--- src/rtl/serv_mtimer.sv ---
// RISC-V machine timer: 64-bit mtime with prescaler, 64-bit mtimecmp and a
// registered level interrupt, on a 32-bit single-cycle-ack Wishbone slave.
module serv_mtimer #(
  parameter logic [15:0] PRESCALE_RESET = 16'd0
) (
  input  logic        i_clk,
  input  logic        i_rst_n,
  input  logic [2:0]  i_wb_adr,
  input  logic [31:0] i_wb_dat,
  input  logic [3:0]  i_wb_sel,
  input  logic        i_wb_we,
  input  logic        i_wb_cyc,
  output logic [31:0] o_wb_rdt,
  output logic        o_wb_ack,
  output logic        o_mtip
);

  // Bus handshake: a transfer commits on the edge where o_wb_ack rises
  // (i_wb_cyc high while ack is low); ack lasts one cycle and the master
  // drops i_wb_cyc in the ack cycle. Read data is registered on that edge.

  logic [63:0] mtime;
  logic [63:0] mtime_next;
  logic [63:0] mtimecmp;
  logic [31:0] hi_shadow;
  logic [15:0] prescale;
  logic [15:0] pcnt;
  logic [15:0] pcnt_next;
  logic        tick;
  logic        commit;
  logic        wr;
  logic        rd;
  logic [31:0] rdata;
  logic [31:0] ps_merged;

  function automatic logic [31:0] merge(input logic [31:0] old_val,
                                        input logic [31:0] new_val,
                                        input logic [3:0]  sel);
    logic [31:0] res;
    for (int i = 0; i < 4; i++) begin
      res[8*i +: 8] = sel[i] ? new_val[8*i +: 8] : old_val[8*i +: 8];
    end
    return res;
  endfunction

  assign commit = i_wb_cyc & ~o_wb_ack;
  assign wr     = commit & i_wb_we;
  assign rd     = commit & ~i_wb_we;
  assign tick   = (pcnt == prescale);

  assign ps_merged = merge({16'd0, prescale}, i_wb_dat, i_wb_sel);

  // A bus write to either mtime half replaces that cycle's increment.
  always_comb begin
    mtime_next = mtime;
    if (wr && i_wb_adr == 3'd0) begin
      mtime_next = {mtime[63:32], merge(mtime[31:0], i_wb_dat, i_wb_sel)};
    end else if (wr && i_wb_adr == 3'd1) begin
      mtime_next = {merge(mtime[63:32], i_wb_dat, i_wb_sel), mtime[31:0]};
    end else if (tick) begin
      mtime_next = mtime + 64'd1;
    end
  end

  always_comb begin
    pcnt_next = pcnt + 16'd1;
    if (wr && i_wb_adr == 3'd4) begin
      pcnt_next = 16'd0;
    end else if (tick) begin
      pcnt_next = 16'd0;
    end
  end

  always_comb begin
    rdata = 32'd0;
    case (i_wb_adr)
      3'd0:    rdata = mtime[31:0];
      3'd1:    rdata = hi_shadow;
      3'd2:    rdata = mtimecmp[31:0];
      3'd3:    rdata = mtimecmp[63:32];
      3'd4:    rdata = {16'd0, prescale};
      default: rdata = 32'd0;
    endcase
  end

  always_ff @(posedge i_clk or negedge i_rst_n) begin
    if (!i_rst_n) begin
      mtime     <= 64'd0;
      mtimecmp  <= 64'hFFFF_FFFF_FFFF_FFFF;
      hi_shadow <= 32'd0;
      prescale  <= PRESCALE_RESET;
      pcnt      <= 16'd0;
      o_wb_ack  <= 1'b0;
      o_wb_rdt  <= 32'd0;
      o_mtip    <= 1'b0;
    end else begin
      mtime    <= mtime_next;
      pcnt     <= pcnt_next;
      o_wb_ack <= commit;
      o_mtip   <= (mtime >= mtimecmp);
      if (rd) begin
        o_wb_rdt <= rdata;
      end
      // Low-word read freezes the high word so a 32-bit master sees a coherent pair.
      if (wr && i_wb_adr == 3'd1) begin
        hi_shadow <= merge(mtime[63:32], i_wb_dat, i_wb_sel);
      end else if (rd && i_wb_adr == 3'd0) begin
        hi_shadow <= mtime[63:32];
      end
      if (wr && i_wb_adr == 3'd2) begin
        mtimecmp[31:0] <= merge(mtimecmp[31:0], i_wb_dat, i_wb_sel);
      end
      if (wr && i_wb_adr == 3'd3) begin
        mtimecmp[63:32] <= merge(mtimecmp[63:32], i_wb_dat, i_wb_sel);
      end
      if (wr && i_wb_adr == 3'd4) begin
        prescale <= ps_merged[15:0];
      end
    end
  end

endmodule
--- config.mk ---
export PLATFORM = sky130hd
export DESIGN_NAME = serv_mtimer
export DESIGN_NICKNAME = d
export VERILOG_FILES = /design/src/rtl/serv_mtimer.sv
export SDC_FILE = /design/constraint.sdc
export NUM_CORES = 1
export LEC_CHECK = 0
export CAP_MARGIN = 20
export CORE_UTILIZATION = 57
export DETAILED_ROUTE_END_ITERATION = 10
export GPL_TIMING_DRIVEN = 0
export MAX_ROUTING_LAYER = met4
export PLACE_DENSITY = 0.77
export RECOVER_POWER = 100
export SLEW_MARGIN = 5
export SYNTH_ARGS = -nofsm -noshare
export SYNTH_HDL_FRONTEND = slang
export SYNTH_SLANG_ARGS = --single-unit
--- constraint.sdc ---
create_clock -name i_clk -period 3.5 [get_ports i_clk]
set_input_delay 1.05 -clock i_clk [delete_from_list [all_inputs] [get_ports i_clk]]
set_output_delay 1.05 -clock i_clk [all_outputs]
set_load 0.005 [all_outputs]
### After elaboration in Yosys (flattened, before gate mapping)

Cells that the tools add are included.

| operators by class | value |
|---|---|
| $add $sub $neg | 2 |
| $lt $le $gt $ge | 1 |
| equality and inequality tests | 10 |
| mux-type cells | 16 |
| bitwise operators | 6 |
| reduce and logical (&&, ||, !) cells | 25 |

Operators with widths:

| cell | number |
|---|---|
| $pmux 32 s5 | 1 |
| $mux 64 | 2 |
| $mux 32 | 3 |
| $add 64x1->64 const B | 1 |
| $ge 64x64->1 | 1 |
| $mux 8 | 8 |
| $mux 16 | 2 |
| $reduce_and 2->1 | 11 |
| $add 16x1->16 const B | 1 |
| $eq 16x16->1 | 1 |
| $reduce_and 3->1 | 4 |
| $ne 2x2->1 const B | 5 |
| $eq 3x2->1 const B | 2 |
| $logic_and 1x1->1 | 6 |
| $reduce_bool 2->1 | 3 |
| $and 1x1->1 | 3 |
| $eq 3x1->1 const B | 1 |
| $eq 3x3->1 const B | 1 |
| $logic_not 3->1 | 1 |
| $not 1->1 | 3 |

| word-level totals | value |
|---|---|
| bits in registers | 226 |
| bits of input ports | 43 |
| output and inout bits | 34 |
| word-level logic and storage cells | 80 |

### Logic depth before layout (Yosys ltp)

| logic depth | value |
|---|---|
| depth after elaboration | 6 |
| gate-level depth with buffers | 9 |
| gate-level depth less buffers | 8 |

### Worst setup path before layout

Ideal clock, no wire load.

| timing path | value |
|---|---|
| path type | input-to-reg |
| start | input i_wb_adr[0] |
| end | register hi_shadow[10] |
| library setup time | 127 ps |
| arrival | 2864 ps |
| data required time | 3373 ps |
| setup slack | 508 ps |
| stages on the path | 9 |
| path buffers | 3 |
| cell sequence | clkbuf_1 > or2_2 > nor2_1 > nand2b_1 > and2_1 > clkbuf_1 > clkbuf_1 > a222oi_1 > inv_1 |

| between the ends | value |
|---|---|
| word-level cells in the longest chain between the ends | 3 |
| elaborated cells on any way between the ends | 6 |
| classes of those cells | eq/ne: 1; mux: 1; reduce/logical: 4 |

Ends and longest elaborated chain:

| what | line | text |
|---|---|---|
| start: declaration | 8 | `input logic [2:0] i_wb_adr,` |
| $eq 3x1->1 or $logic_not 3->1 (tied branches) | 105, 107 |  |
| $logic_and 1x1->1 (on tied branches) | 105, 107 |  |
| $mux 32 or $reduce_bool 2->1 (tied branches) | - |  |
| end signal: assignment | 106 | `hi_shadow <= merge(mtime[63:32], i_wb_dat, i_wb_sel);` |
| end signal: assignment | 108 | `hi_shadow <= mtime[63:32];` |
| end: declaration | 25 | `logic [31:0] hi_shadow;` |

Several ways; a longest one is shown, not always the timed one.
A chain may end at the register's enable or synchronous reset.

### Worst setup path in the final report

| timing path | value |
|---|---|
| start | input i_wb_adr[1] |
| end | register hi_shadow[21] |

The elaborated chain is that of the path after synthesis.

==> results.md <==
- Post-synthesis instance total: 1465
- Clock slew at the register clock pins of the worst setup and hold paths: 0.06 ns
- Relative area change from synthesis to final layout: 15.1%
- Final setup violation count: 3
- WL final: 49100 µm
- Endpoint, Worst Hold: o_wb_rdt[13]$_DFFE_PN0P_
- Vias in the first global route: 12043
- Worst min-delay path class: flop to flop
- Final Hold Violating Endpoints: 0
- Total routing resource utilization after global routing: 0.416
- Status: finished with violations
- Leading cell type in the layout, fill and taps excluded: sky130_fd_sc_hd__dfrtp_1
- Most frequent cells in the layout: sky130_fd_sc_hd__dfrtp_1, sky130_fd_sc_hd__nand2_1, sky130_fd_sc_hd__inv_1
- Fraction of final layout cells sized beyond drive strength 1: 0.156
- Floorplan Core Area: 0.0235 mm²
- Post-detailed-route count of antenna-violating nets: 0
- Count of warnings emitted by yosys: 0
- Netlist area before placement: 0.0137 mm²
- Number of buffers added by the clock tree synthesis step: 27
- Proportion of synthesized chip area in sequential cells: 0.419
- Final Instance Area: 0.0157 mm²
- Width of the die: 157 µm
- Type of origin of the critical path: input port
- Net total in the final layout: 1680
- Vias post-DR: 13010
- Failing checks: max-capacitance violations, max-slew violations, negative setup slack
- Cell leakage power: 0.00668 µW
- PD cells: 557 mW/mm²
- Startpoint of the lowest-slack hold path: o_wb_rdt[13]$_DFFE_PN0P_
- GR Layer Usage met1: 0.594
- Worst VDD drop: 472 µV
- Number of maximum-capacitance violations: 1
- Routability cong.: 1.01
- Crit Path Max Fanout: 10
- Number of pins exceeding their max-slew limit in the final report: 63
- Port Buf Inserts: 73
- Die Ht: 157 µm
- EDFF count, synth: 0
- Most used DFF post-synth: sky130_fd_sc_hd__dfrtp_1
- Initial core utilization: 0.583
- Post-route clock period utilization: 1.00
- Post-route worst setup slack: -0.0172 ns
- Launch instance of the worst register-to-register path: pcnt[6]$_DFF_PN0_
- First-pass GRT wire length: 73400 µm
- Asr flop ratio synth: 1.00
- Clock sink count: 226
- Number of library cell types mapped by synthesis: 72
- Total Neg Setup Slack: -0.0457 ns
- Worst reg2reg endpoint: mtime[45]$_DFFE_PN0P_
- DR vias/cell: 6.80
- Worst max-slew margin expressed relative to the limit: -0.0974
- Routed wirelength normalized by instance count: 25.7 µm
- Flip-flop and latch count after synthesis: 226
- Fraction of met3 tracks used by global routing: 0.0972
- I/O pin cnt: 77
- Number of standard-cell rows in the floorplan: 56
- Most congested layer reported by global routing: met1
- Number of design rule violations left after detail routing: 0
- Critical path data arrival time: 3.94 ns
- CP Class: input port to flop
- Fmax achieved: 284 MHz
- Total nets after synthesis: 1574
- Antenna violations before repair: 1
- H-tree level count: 1
- Placed wire-length estimate: 35500 µm
- DRT Pass-1 Iters: 7
- Tmin final: 3.52 ns
- Met2 layer usage reported by global route: 0.578
- Die footprint: 0.0246 mm²
- Placed cell area: 0.0149 mm²
- Req. time, crit path: 3.92 ns
- Total gr overflow: 0
- Kind of capture point of the worst setup path: flop
- Maximum clock path buffer count: 3
- Worst Hold Path Cells: 2
- Final Skew: 0.0161 ns
- Worst R2R Setup Slack: 0.08 ns
- Worst-margin pin slew: 1.65 ns
- Maximum number of pins on one net before global-route repair: 89
- Clock Latency Late Sink: 0.55 ns
- Mean instance size in the synthesized netlist: 9.34 µm²
- Total power after layout: 8770 µW
- Iteration-0 DRC count of the detailed router: 1934
- Library cell used as clock root buffer: sky130_fd_sc_hd__clkbuf_16
- TritonCTS clock tree: built
- Reg2Reg Depth: 8
- Unrepaired setup endpoints after global routing: no
-- through the flow --
stage	worst slack, ns	hold WS (ns)	utilization	instances
floorplan	0.508	0.457	-	1465
global placement	-8.07	0.462	0.631	1857
detailed placement	-1.55	0.470	0.634	1859
CTS	0.0636	0.461	0.673	1911
global route	0.00959	0.501	0.671	1912
finish	-0.0172	0.469	0.671	1912
-- registers in the layout, indices dropped and copies added, names as in the netlist --
name       cells
pcnt          16
o_wb_rdt      32
o_wb_ack       1
mtime         64
prescale      16
o_mtip         1
mtimecmp      64
hi_shadow     32
-- routing by layer --
metal | up-vias | share of wire
met4 | 0 | 0.030
met2 | 835 | 0.43
met1 | 6380 | 0.42
li1 | 5674 | -
met3 | 121 | 0.12
met5 | - | 0
-- critical path, stage by stage --
cell                              delay [ns]
sky130_fd_sc_hd__clkdlybuf4s50_1        0.46
sky130_fd_sc_hd__clkbuf_2               0.26
sky130_fd_sc_hd__or2_2                  0.45
sky130_fd_sc_hd__nor2_4                 0.20
sky130_fd_sc_hd__nand2b_1               0.23
sky130_fd_sc_hd__and2_1                 0.23
sky130_fd_sc_hd__clkbuf_1               0.23
sky130_fd_sc_hd__clkbuf_2               0.30
sky130_fd_sc_hd__a222oi_1               0.42
sky130_fd_sc_hd__inv_1                  0.09
-- cell usage after synthesis (5+ instances only) --
cell,count,area (µm²)
sky130_fd_sc_hd__a22oi_1,44,330
sky130_fd_sc_hd__and4_1,12,105
sky130_fd_sc_hd__o22ai_1,22,138
sky130_fd_sc_hd__o21ai_0,114,571
sky130_fd_sc_hd__clkbuf_1,73,274
sky130_fd_sc_hd__nor3_1,27,135
sky130_fd_sc_hd__a221oi_1,19,166
sky130_fd_sc_hd__o21ai_1,6,30.0
sky130_fd_sc_hd__a21o_1,14,105
sky130_fd_sc_hd__and2_1,10,62.6
sky130_fd_sc_hd__a22o_1,35,307
sky130_fd_sc_hd__xor2_1,25,219
sky130_fd_sc_hd__buf_2,6,30.0
sky130_fd_sc_hd__nor4_1,19,119
sky130_fd_sc_hd__nand3_1,50,250
sky130_fd_sc_hd__nand2_1,116,435
sky130_fd_sc_hd__a21oi_1,69,345
sky130_fd_sc_hd__nand4_1,36,225
sky130_fd_sc_hd__mux2_2,82,923
sky130_fd_sc_hd__dfrtp_1,162,4050
sky130_fd_sc_hd__nor2_1,94,353
sky130_fd_sc_hd__a211oi_1,5,37.5
sky130_fd_sc_hd__a31oi_1,14,87.6
sky130_fd_sc_hd__o211ai_1,9,67.6
sky130_fd_sc_hd__a221o_1,5,50.1
sky130_fd_sc_hd__inv_1,115,432
sky130_fd_sc_hd__a32oi_1,6,52.6
sky130_fd_sc_hd__or4_1,9,67.6
sky130_fd_sc_hd__or2_2,5,31.3
sky130_fd_sc_hd__ha_1,66,826
sky130_fd_sc_hd__dfstp_2,64,1680
sky130_fd_sc_hd__and3_1,13,81.3
sky130_fd_sc_hd__a222oi_1,30,300
sky130_fd_sc_hd__xnor2_1,6,52.6
sky130_fd_sc_hd__buf_1,6,22.5
sky130_fd_sc_hd__nor2b_1,10,62.6
sky130_fd_sc_hd__nand2b_1,9,56.3
-- worst max-delay path by stage --
stage,from,endpoint,slack [ns],cells after the start
floorplan,i_wb_adr[0],hi_shadow[10]$_DFFE_PN0P_,0.51,9
global placement,i_rst_n,o_wb_rdt[1]$_DFFE_PN0P_,-8.07,1
detailed placement,i_wb_adr[1],hi_shadow[23]$_DFFE_PN0P_,-1.55,10
CTS,i_wb_adr[1],mtime[21]$_DFFE_PN0P_,0.06,8
global route,i_wb_adr[1],hi_shadow[23]$_DFFE_PN0P_,0.01,10
finish,i_wb_adr[1],hi_shadow[21]$_DFFE_PN0P_,-0.02,10
-- layout make-up --
type                       instances  area (µm²)
antenna                            1        2.50
tap                              319         399
inverter                         115         432
buffer                            84         345
multi-input combinational       1039        7200
clock inverter                    10        85.1
clock buffer                      40         785
timing repair buffer              78         761
sequential                       226        5740
fill                            1936        7720
-- report_power, final --
group | total, µW | internal, µW | switching, µW | leakage (µW)
clock | 2770 | 1620 | 1150 | 0.000431
sequential | 3850 | 3210 | 640 | 0.00273
combinational | 2150 | 964 | 1190 | 0.00352
-- timing repair --
| item | in CTS | in global routing |
|---|---|---|
| pin swaps | 1 | 0 |
| hold buffers | 0 | 0 |
| setup endpoints to repair | 166 | 29 |
| gates resized for setup | 22 | 9 |
| buffers inserted | 3 | 0 |
-- logic make-up after synthesis --
logic type / Yosys count / share of synthesized area
and+or+nand+nor: 433 / 0.165
xor gates and xnor gates: 31 / 0.0198
adders and majority gates: 66 / 0.0604
DFF: 226 / 0.419
buffers and inverters: 200 / 0.0554
AOI/OAI and AO/OA: 425 / 0.210
muxes: 84 / 0.0699
No activity file was read; power rests on OpenSTA's default activity.
